--- config.mk ---
export PLATFORM = sky130hd
export DESIGN_NAME = alu_div_seq_flat
export DESIGN_NICKNAME = d
export VERILOG_FILES = /design/src/rtl/alu_div_seq_if.sv /design/src/rtl/alu_div_seq.sv /design/src/flat_wrapper.sv
export SDC_FILE = /design/constraint.sdc
export NUM_CORES = 1
export LEC_CHECK = 0
export ABC_AREA = 1
export BUFFER_PORTS_ARGS = -buffer_cell sky130_fd_sc_hd__buf_2
export CAP_MARGIN = 20
export CORE_UTILIZATION = 50
export DETAILED_ROUTE_END_ITERATION = 8
export HOLD_SLACK_MARGIN = 0.03
export PLACE_DENSITY = 0.74
export SLEW_MARGIN = 10
export SYNTH_ARGS = -nofsm -noshare
export SYNTH_HDL_FRONTEND = slang
export SYNTH_SLANG_ARGS = --single-unit
--- constraint.sdc ---
create_clock -name clk -period 2.1 [get_ports clk]
set_input_delay 0.105 -clock clk [delete_from_list [all_inputs] [get_ports clk]]
set_output_delay 0.105 -clock clk [all_outputs]
set_load 0.02 [all_outputs]
--- src/rtl/alu_div_seq_if.sv ---
// Request/result bundle between the microsequencer and the sequential divider.
// The requester drives start and the operands; the divider returns status, R and flags.
interface alu_div_seq_if;
  logic        start;
  logic [15:0] dividend;
  logic [7:0]  divisor;
  logic        busy;
  logic        done;
  logic [15:0] R;
  logic [3:0]  flags;

  modport master (
    output start, dividend, divisor,
    input  busy, done, R, flags
  );

  modport slave (
    input  start, dividend, divisor,
    output busy, done, R, flags
  );
endinterface

--- src/rtl/alu_div_seq.sv ---
// Unsigned restoring divider, 16-bit dividend by 8-bit divisor, STEPS_PER_CYCLE
// iterations per clock. Returns {remainder, quotient} with {S,V,C,Z} flags.
module alu_div_seq #(
  parameter int STEPS_PER_CYCLE = 1
) (
  input  logic         clk,
  input  logic         reset,
  alu_div_seq_if.slave bus
);
  localparam int NITER = 8 / STEPS_PER_CYCLE;

  if (STEPS_PER_CYCLE != 1 && STEPS_PER_CYCLE != 2 &&
      STEPS_PER_CYCLE != 4 && STEPS_PER_CYCLE != 8) begin : g_bad_steps
    $error("alu_div_seq: STEPS_PER_CYCLE must be 1, 2, 4 or 8");
  end

  typedef enum logic [1:0] {IDLE, RUN, FIN} state_t;

  state_t     state;
  logic [2:0] cnt;
  logic [7:0] rem;
  logic [7:0] q;
  logic [7:0] dvs;
  logic [7:0] rem_nxt;
  logic [7:0] q_nxt;

  // Unrolled restoring iterations performed in one RUN cycle.
  always_comb begin
    logic [8:0] t;
    t       = '0;
    rem_nxt = rem;
    q_nxt   = q;
    for (int i = 0; i < STEPS_PER_CYCLE; i++) begin
      t     = {rem_nxt, q_nxt[7]};
      q_nxt = {q_nxt[6:0], 1'b0};
      if (t >= {1'b0, dvs}) begin
        rem_nxt  = 8'(t - {1'b0, dvs});
        q_nxt[0] = 1'b1;
      end else begin
        rem_nxt = t[7:0];
      end
    end
  end

  // busy/done are registered from the state being left, so each lags its state by one cycle.
  always_ff @(posedge clk) begin
    if (reset) begin
      state     <= IDLE;
      cnt       <= '0;
      bus.busy  <= 1'b0;
      bus.done  <= 1'b0;
      bus.R     <= '0;
      bus.flags <= '0;
    end else begin
      bus.busy <= (state == RUN);
      bus.done <= (state == FIN);
      case (state)
        IDLE: begin
          if (bus.start) begin
            dvs <= bus.divisor;
            // Zero divisor also satisfies the high-byte test, so both share the saturated result.
            if (bus.dividend[15:8] >= bus.divisor) begin
              bus.R     <= bus.dividend;
              bus.flags <= 4'b1100;
              state     <= FIN;
            end else begin
              rem   <= bus.dividend[15:8];
              q     <= bus.dividend[7:0];
              cnt   <= '0;
              state <= RUN;
            end
          end
        end
        RUN: begin
          rem <= rem_nxt;
          q   <= q_nxt;
          cnt <= cnt + 3'd1;
          if (cnt == 3'(NITER - 1)) begin
            bus.R     <= {rem_nxt, q_nxt};
            bus.flags <= {q_nxt[7], 1'b0, 1'b0, ({rem_nxt, q_nxt} == 16'h0000)};
            state     <= FIN;
          end
        end
        FIN:     state <= IDLE;
        default: state <= IDLE;
      endcase
    end
  end
endmodule

--- src/flat_wrapper.sv ---
// flat-port wrapper written by rule: the top's interface ports become plain ports
module alu_div_seq_flat 
#(
  parameter int STEPS_PER_CYCLE = 1
)
  (clk, reset, bus_start, bus_dividend, bus_divisor, bus_busy, bus_done, bus_R, bus_flags);
  alu_div_seq_if bus_i ();
  input  logic clk;
  input  logic reset;
  input wire logic [$bits(bus_i.start)-1:0] bus_start;
  input wire logic [$bits(bus_i.dividend)-1:0] bus_dividend;
  input wire logic [$bits(bus_i.divisor)-1:0] bus_divisor;
  output wire logic [$bits(bus_i.busy)-1:0] bus_busy;
  output wire logic [$bits(bus_i.done)-1:0] bus_done;
  output wire logic [$bits(bus_i.R)-1:0] bus_R;
  output wire logic [$bits(bus_i.flags)-1:0] bus_flags;
  assign bus_i.start = bus_start;
  assign bus_i.dividend = bus_dividend;
  assign bus_i.divisor = bus_divisor;
  assign bus_busy = bus_i.busy;
  assign bus_done = bus_i.done;
  assign bus_R = bus_i.R;
  assign bus_flags = bus_i.flags;
  alu_div_seq #(.STEPS_PER_CYCLE(STEPS_PER_CYCLE)) u_core (.clk(clk), .reset(reset), .bus(bus_i));
endmodule
==> results.yml, run 1 <==
grt:
  antenna_found_initial: 0
  grt.overflow.total: 0
  grt_pass1_vias: 2120
  grt_pass1_wl_um: 9446
  track_usage_pct: 22.71
  grt_max_degree: 18
flow_run:
  cap_violations: 0
pwr:
  powerDensity_mw_per_mm2: 939.5
  p_leak_nw: 1.687
  p_sw_share_pct: 38.65
  clkPwrFrac_pct: 17.6
  pwr-share-seq_pct: 41.7
  combPwrFrac_pct: 40.6
  intPower_w: 0.001943
  p_sw_w: 0.001224
  ir_worst_vdd_mv: 0.6784
placement:
  gp_congestion: 0.8923
  place_hpwl_um: 4731
  dp_slack_ns: 0.04672
  post-place-cells: 460
  port_buffers: 47
worst_setup_path:
  crit_arrival_ns: 2.05
  slowest_stage: "dlygate4sd3_1"
  crit_type: "primary input to register"
  required_ns: 2.12
  slowest_delay_ns: 0.53
  cpMostUsedCell: "inv_1"
  crit_path_end_kind: "register"
  r2r_start: "u_core.rem[6]"
  startpoint_type: "primary input"
  critical_path_peak_fanout: 8
  crit_path_start: "bus_divisor[7]"
  crit_chain: "dlygate4sd3_1, buf_2, inv_1, ha_4, a21oi_4, o21a_1, nand4_1, inv_1, o21ai_1, nor2_1, buf_4"
timing:
  tns_ns: 0
  fin_hold_ws_ns: 0.08819
  clock_skew_ns: 0.01727
  layout_setup_ws_ns: 0.06791
  finalHoldViolations: 0
  fin_crit_sh_pct: 96.77
  period_minus_slack_ns: 2.032
  report.final.setup_viol: 0
  fmax_ghz: 0.4921
  maxSlewViolCount: 0
logic_synthesis:
  yosys_warnings: 0
  syn-cell-area_mm2: 0.002695
  synth_cells: 344
  synth_top_area_cell: "edfxtp_1"
  synth.area.top_cells: "edfxtp_1 27%, dfxtp_1 19%, nand2_1 12%"
  synth.ff_latch_count: 50
  synth_nets: 390
  synth.distinct_cells: 31
  syn_avg_cell_area_um2: 7.835
  synth_top_area_share_pct: 26.74
  synth_seq_area_share_pct: 46.05
finish:
  n_antenna_cell: 0
  final_cell_mix: "84 x nand2_1, 50 x inv_1, 47 x buf_2"
  layout_commonest_cell: "nand2_1"
  final_cells: 478
  drive_above_1_share_pct: 23.04
  nNetsFinal: 453
  post-route-util_pct: 65.58
  syn_to_final_growth_pct: 25.07
floorplanning:
  rows: 26
  die_y_um: 75.42
  ioPinCount: 49
  coreArea_mm2: 0.005140
  die_x_um: 75.42
  die_area_mm2: 0.005687
  start_util_pct: 52.43
clocking:
  clock_latency_ns: 0.31
  cts.clk_slew.worst_paths_ns: 0.09
  cts_buffer_depth: 2
  clock_sinks: 50
  root_buffer: "clkbuf_8"
  cts_tree: "done"
  cts-htree-levels: 2
  cts_buffers: 5
detailed_routing:
  drc: 0
  first_pass_iters: 4
  routed_via_density: 5.013
  drtIter0Drc: 121
  via_count: 2396
  wirelength_um: 6289
  avgRoutedWirePerCell_um: 13.16
  antenna_left: 0
outcome:
  outcome: "completed"
min_path:
  min-delay-path-class: "primary input to register"
  hp-start: "bus_dividend[3]"
synth_stat cells:
library cell	instances
conb_1	1
a31oi_1	1
nand2_4	1
o21a_1	1
ha_1	18
nor4_1	1
a21oi_1	16
nand2_1	85
xor2_1	1
nand3_1	13
nand4_1	5
edfxtp_1	24
inv_2	2
nor2_4	1
nor2_1	45
nor3_2	1
xnor2_1	1
buf_4	1
inv_1	50
nand3_2	1
clkbuf_1	6
o21ai_1	6
fa_1	1
buf_2	3
nand3b_1	3
nor3_1	2
nand2_8	1
buf_1	1
o21ai_0	23
dfxtp_1	26
or2_2	3
cell families (layout without fill, tap and decap cells):
| family | count (synthesis) | count (layout) | share of synthesized area (%) |
|---|---|---|---|
| other | 1 | 1 | 0.1391 |
| xor gates and xnor gates | 2 | 2 | 0.6501 |
| buffers and inverters | 63 | 127 | 9.053 |
| AOI/OAI and AO/OA | 47 | 47 | 8.868 |
| and+or+nand+nor | 162 | 162 | 26.14 |
| adders and majority gates | 19 | 19 | 9.100 |
| DFF | 50 | 50 | 46.05 |
flip-flops by register name, summed over array words and instances, names as in the netlist:
register and cells:
u_core.bus.R 16, u_core.dvs 8, u_core.q 8, u_core.rem 8, u_core.bus.flags 3, u_core.cnt 3, u_core.state 2, u_core.bus.busy 1
u_core.bus.done 1
repair_timing:
action,in CTS,in global routing
hold endpoints to repair,8,0
buffers inserted,0,2
resized for setup,0,25
hold buffers,8,0
endpoints found under the setup margin,0,35
per-stage QoR:
stage          total power (W)  cell area (um^2)
2_1_floorplan         0.002133              2695
3_3_place_gp          0.002495              3044
3_5_place_dp          0.002519              3044
4_1_cts               0.003085              3212
5_1_grt               0.003394              3371
6_report              0.003167              3371
metal layers:
layer  up-vias  share of wire, %  global-route usage, %
met5         -                 0                      0
met4         0               2.4                  6.379
met2        77                50                  41.27
li1       1224                 -                      -
met1      1083                42                  26.48
met3        12               5.1                  5.820
critical path, delay by kind of cell:
family          cells  cell delay, ns
simple gates        2            0.29
fa+ha+maj           1            0.22
compound gates      3            0.37
buf+inv             5            1.06
worst paths after layout:
path                              end  cells after the start  slack, ns
setup / recovery          u_core.q[7]                     11       0.07
setup reg to reg  u_core.bus.flags[0]                     13       0.09
hold / removal            u_core.q[3]                      3       0.09
hold reg to reg       u_core.bus.done                      1       0.45
area by class of cell:
type                    count  area [um^2]
fillers                   472         1769
multi-input cells         231         1346
flip-flops and latches     50         1241
repair buffers             67        412.9
inverters                  52        195.2
well taps                  70        87.58
clock buffers               5        68.82
clock inverters             3        18.77
power groups by stage:
| stage | Clock (W) | Combinational [W] | Sequential [W] |
|---|---|---|---|
| floorplan | 0 | 0.000683 | 0.00145 |
| global placement | 0 | 0.00117 | 0.00133 |
| detailed placement | 0 | 0.00119 | 0.00133 |
| CTS | 0.000569 | 0.00121 | 0.00131 |
| global route | 0.000613 | 0.00144 | 0.00134 |
| finish | 0.000559 | 0.00129 | 0.00132 |
No activity file was read; power rests on OpenSTA's default activity.
==> run 2, diff against run 1 <==
--- a/config.mk
+++ b/config.mk
@@ -10,6 +10,7 @@
 export CAP_MARGIN = 20
 export CORE_UTILIZATION = 50
 export DETAILED_ROUTE_END_ITERATION = 8
+export GPL_TIMING_DRIVEN = 0
 export HOLD_SLACK_MARGIN = 0.03
 export PLACE_DENSITY = 0.74
 export SLEW_MARGIN = 10
==> run 2 against run 1 <==
  * Sequential share of layout area shrank 0.61 points
  * Flip-flop and latch count is the same
  * Critical endpoint is now u_core.bus.flags[0]
  * Combinational power up 5%
  * The run now ends with setup timing left
  * Setup slack worse by 0.088 ns
==> results.yml, run 2 (synthesis gave the netlist of run 1 again) <==
outcome:
  outcome: "complete, but fails checks"
  violations: "setup timing"
detailed_routing:
  first_pass_iters: 7
  avgRoutedWirePerCell_um: 14.04
  drc: 0
  wirelength_um: 6766
  via_count: 2413
  routed_via_density: 5.006
  antenna_left: 0
  drtIter0Drc: 139
worst_setup_path:
  required_ns: 2.34
  crit_path_end_kind: "register"
  reg2reg_slack_ns: -0.02
  crit_type: "register to register"
  worst-path-buf-inv: 1
  slowest_delay_ns: 0.45
  slowest_stage: "edfxtp_1"
  startpoint_type: "register"
  crit_chain: "ha_4, buf_6, nand2_1, nor2_1, nand2_1, nand3_4, nand2_8, nand2_4, nand2_1, nand2_1, nand2_1, nor2_1, nand3_1, a21oi_2"
  crit_family: "simple AND/OR/NAND/NOR gates"
  crit_arrival_ns: 2.36
  cpMostUsedCell: "nand2_1"
  critical_path_peak_fanout: 8
finish:
  syn_to_final_growth_pct: 27.16
  largest_register: "u_core.bus.R"
  stdcell_area_mm2: 0.003427
  layout_commonest_cell: "nand2_1"
  nNetsFinal: 457
  drive_above_1_share_pct: 24.27
  final_cell_mix: "76 x nand2_1, 49 x inv_1, 49 x buf_2"
  largest_reg_flops: 16
  num-fill-cells: 469
  n_antenna_cell: 0
grt:
  antenna_found_initial: 0
  grt_pass1_vias: 2160
  track_usage_pct: 24.30
  grt.overflow.total: 0
  grt_max_degree: 17
  grt_pass1_wl_um: 10130
floorplanning:
  die_x_um: 75.42
  coreArea_mm2: 0.005140
  die_y_um: 75.42
  rows: 26
  start_util_pct: 52.43
  die_area_mm2: 0.005687
  ioPinCount: 49
timing:
  layout_setup_ws_ns: -0.01987
  tns_ns: -0.01987
  period_minus_slack_ns: 2.120
  rsz0062_at_grt: "true"
  fin_hold_ws_ns: 0.1004
  report.final.setup_viol: 1
  fmax_ghz: 0.4717
  maxSlewViolCount: 0
  worst_pin_slew_ns: 0.6594
  finalHoldViolations: 0
  clock_skew_ns: 0.008740
  timing.slew.headroom_pct: 55.58
  fin_crit_sh_pct: 100.9
placement:
  postPlaceCellArea_mm2: 0.003020
  dp_slack_ns: -0.2555
  place_hpwl_um: 4667
  port_buffers: 46
  gp_congestion: 0.8856
clocking:
  clock_latency_ns: 0.31
  cts.clk_slew.worst_paths_ns: 0.09
  cts_tree: "done"
  clock_sinks: 50
  cts_buffers: 5
  cts_buffer_depth: 2
  root_buffer: "clkbuf_8"
  cts-htree-levels: 2
pwr:
  p_leak_nw: 1.680
  ir_worst_vdd_mv: 0.7115
  powerDensity_mw_per_mm2: 952.8
  p_total_w: 0.003265
min_path:
  min-delay-path-class: "primary input to register"
flow_run:
  cap_violations: 0
run 2: changes by cell type in the layout (fill, tap and decap cells not counted), moves of 2 or more:
| cell | change |
|---|---|
| nand2_2 | +8 |
| nand3_2 | +3 |
| a21oi_1 | +2 |
| nand3_1 | -4 |
| nor2_4 | +3 |
| o21ai_0 | -4 |
| o21ai_1 | +5 |
| clkbuf_1 | +7 |
| ha_4 | -2 |
| buf_4 | -6 |
| ha_1 | +2 |
| nand2_1 | -8 |
| buf_2 | +2 |
| nor2_2 | -2 |
run 2: area by class of cell:
cell class                 count  area (um^2)  area share [%]
clock inverter                 1        5.005          0.1460
multi-input combinational    232         1396           40.74
inverter                      52        197.7           5.769
timing repair buffer          59        357.8           10.44
clock buffer                   7        86.33           2.519
tap                           70        87.58           2.556
sequential                    50         1241           36.22
buffer                        11        55.05           1.606
run 2: final timing paths:
check	endpoint	depth (start not counted)	start
max	u_core.bus.flags[0]	14	u_core.rem[1]
min	u_core.q[1]	3	bus_dividend[1]
max reg2reg	u_core.bus.flags[0]	14	u_core.rem[1]
min reg2reg	u_core.bus.done	1	u_core.state[0]
run 2: what timing repair did:
| action | 4_1_cts | 5_1_grt |
|---|---|---|
| pin swaps | 1 | 19 |
| endpoints found under the setup margin | 2 | 33 |
| cloned | 0 | 1 |
| setup buffers | 0 | 4 |
| gates resized for setup | 4 | 38 |
| hold buffers | 8 | 0 |
| endpoints found under the hold margin | 8 | 0 |
run 2: metrics by stage:
stage          cells  util, %
2_1_floorplan    344        -
3_3_place_gp     460    58.62
3_5_place_dp     461    58.76
4_1_cts          477    62.46
5_1_grt          482    66.67
6_report         482    66.67
run 2: tightest hold or removal path, delay by kind of cell:
family / cells / cell delay (ns)
buffers and inverters: 1 / 0.07
and+or+nand+nor: 2 / 0.12
run 2: power by group:
part / total [W] / internal (W) / switching, W
registers: 0.00132 / 0.00123 / 0.0000940
logic: 0.00135 / 0.000479 / 0.000875
clock network: 0.000588 / 0.000267 / 0.000321
run 2: per-layer routing:
layer  up-vias  track usage (%)  wire length, um
li1       1232                -                -
met1      1098            31.58             2781
met2        71            41.96             3556
met3        12            3.836              310
met4         0            7.202              117
met5         -                0                0
==> run 3, diff against run 2 <==
--- a/config.mk
+++ b/config.mk
@@ -8,11 +8,12 @@
 export ABC_AREA = 1
 export BUFFER_PORTS_ARGS = -buffer_cell sky130_fd_sc_hd__buf_2
 export CAP_MARGIN = 20
-export CORE_UTILIZATION = 50
+export CORE_UTILIZATION = 52
+export CTS_BUF_LIST = sky130_fd_sc_hd__clkbuf_4 sky130_fd_sc_hd__clkbuf_8
 export DETAILED_ROUTE_END_ITERATION = 8
 export GPL_TIMING_DRIVEN = 0
 export HOLD_SLACK_MARGIN = 0.03
-export PLACE_DENSITY = 0.74
+export PLACE_DENSITY = 0.76
 export SLEW_MARGIN = 10
 export SYNTH_ARGS = -nofsm -noshare
 export SYNTH_HDL_FRONTEND = slang
==> run 3 against run 2 <==
  * The flow now finishes without violations
  * Highest routed layer unchanged
  * Flip-flop and latch count unchanged
  * Combinational power barely moved
  * Clock skew shrank 0.0015 ns
  * First-iteration DRC count fell by 29%
  * Utilization increased by 3.9 points
  * Critical path type unchanged
==> results.yml, run 3 (synthesis gave the netlist of run 1 again) <==
grt:
  grt.overflow.total: 0
  antenna_found_initial: 0
  track_usage_pct: 24.97
  grt_pass1_wl_um: 10010
  grt_max_degree: 16
  grt_pass1_vias: 2244
worst_setup_path:
  worst-path-stages: 11
  critical_path_peak_fanout: 8
  crit_arrival_ns: 2.29
  startpoint_type: "register"
  worst-path-buf-inv: 0
  slowest_stage: "edfxtp_1"
  crit_chain: "ha_4, nand2_1, nor3_2, nand2_8, nand2_8, nand2_1, nand2_2, nand2_1, nor2_1, nand3_1, a21oi_1"
  cpMostUsedCell: "nand2_1"
  slowest_delay_ns: 0.47
  crit_type: "register to register"
  reg2regPathDepth: 11
  crit_path_end_kind: "register"
  crit_family: "simple AND/OR/NAND/NOR gates"
  required_ns: 2.34
timing:
  clock_skew_ns: 0.007210
  finalHoldViolations: 0
  fmax_ghz: 0.4888
  tns_ns: 0
  period_minus_slack_ns: 2.046
  report.final.setup_viol: 0
  worst_pin_slew_ns: 0.7814
  maxSlewViolCount: 0
  timing.slew.headroom_pct: 47.50
  rsz0062_at_grt: "true"
  fin_crit_sh_pct: 97.43
finish:
  layout_commonest_cell: "nand2_1"
  largest_register: "u_core.bus.R"
  final_cell_mix: "78 x nand2_1, 50 x inv_1, 49 x buf_2"
  n_antenna_cell: 0
  largest_reg_flops: 16
  syn_to_final_growth_pct: 27.02
  nNetsFinal: 458
  num-fill-cells: 396
  drive_above_1_share_pct: 23.00
clocking:
  clock_sinks: 50
  cts.clk_slew.worst_paths_ns: 0.09
  cts_buffers: 5
  cts-htree-levels: 2
  root_buffer: "clkbuf_8"
  cts_tree: "done"
  clock_latency_ns: 0.30
  cts_buffer_depth: 2
pwr:
  powerDensity_mw_per_mm2: 974.3
  p_total_w: 0.003335
  p_leak_nw: 1.694
  ir_worst_vdd_mv: 0.7825
min_path:
  whs_path_depth: 3
  min-delay-path-class: "primary input to register"
detailed_routing:
  wirelength_um: 6580
  drtIter0Drc: 99
  routed_via_density: 5.146
  via_count: 2470
  first_pass_iters: 4
  antenna_left: 0
  avgRoutedWirePerCell_um: 13.71
  drc: 0
flow_run:
  cap_violations: 0
floorplanning:
  coreArea_mm2: 0.004848
  rows: 25
  die_area_mm2: 0.005475
  ioPinCount: 49
  start_util_pct: 55.59
  die_y_um: 73.99
  die_x_um: 73.99
placement:
  place_hpwl_um: 4628
  gp_congestion: 0.8520
  port_buffers: 46
outcome:
  outcome: "completed"
==> run 3: changes by cell type in the layout (fill, tap and decap cells not counted), moves of 2 or more <==
cell / change
o21ai_1: -5
nor2_4: -3
o21ai_0: +3
nand2_1: +2
nand2_2: -2
nand3_1: +2
nand3_2: -2
nor2_1: +2
==> run 3: report_power, final <==
group	total, W	internal, W	switching, W
registers	0.00132	0.00123	0.0000905
logic	0.00133	0.000473	0.000860
clock network	0.000683	0.000365	0.000318
total	0.00334	0.00207	0.00127
==> run 3: path summary, 6_finish.rpt <==
kind / from / end / slack, ns
worst min-delay path: bus_dividend[1] / u_core.q[1] / 0.1
worst max-delay path: u_core.rem[5] / u_core.bus.flags[0] / 0.05
worst max register to register: u_core.rem[5] / u_core.bus.flags[0] / 0.05
worst min register to register: u_core.state[0] / u_core.bus.done / 0.45
==> run 3: repair_timing <==
item	in CTS	in global routing
buffers inserted	0	4
gates resized for setup	4	29
pin swaps	1	11
hold buffers	8	0
endpoints found under the hold margin	8	0
cloned	0	1
endpoints found under the setup margin	11	17
==> run 3: final cells by class <==
type	count	area, um^2	area share (%)
flip-flops and latches	50	1241	36.26
clock buffers	6	76.32	2.230
plain buffers	11	55.05	1.608
well taps	67	83.83	2.449
multi-input cells	232	1369	39.99
repair buffers	60	369.1	10.78
clock inverters	2	33.78	0.9868
inverters	52	195.2	5.702
==> run 3: per-layer routing <==
metal  GRT usage [%]  vias up  share of wire [%]
met5               0        -                  0
met4           9.402        0                2.2
met3           4.201       11                3.4
met2           45.76       59                 52
met1           29.12     1161                 42
li1                -     1239                  -
==> run 3: metrics by stage <==
stage	hold slack, ns	std cells	instance area (um^2)	util [%]	setup WS (ns)
final	0.09827	480	3423	70.61	0.05400
after global routing	0.1221	480	3423	70.61	-0.04072
after detailed placement	0.2979	459	3025	62.40	-0.2571
after CTS	0.09486	475	3224	66.50	0.01282
after global placement	0.2995	457	3009	62.06	-0.5629
after floorplan	0.2039	344	2695	-	0.01476
==> run 3: worst min-delay path: cells and delay by family <==
| kind | cells | cell delay (ns) |
|---|---|---|
| and+or+nand+nor | 2 | 0.11 |
| buffers and inverters | 1 | 0.07 |
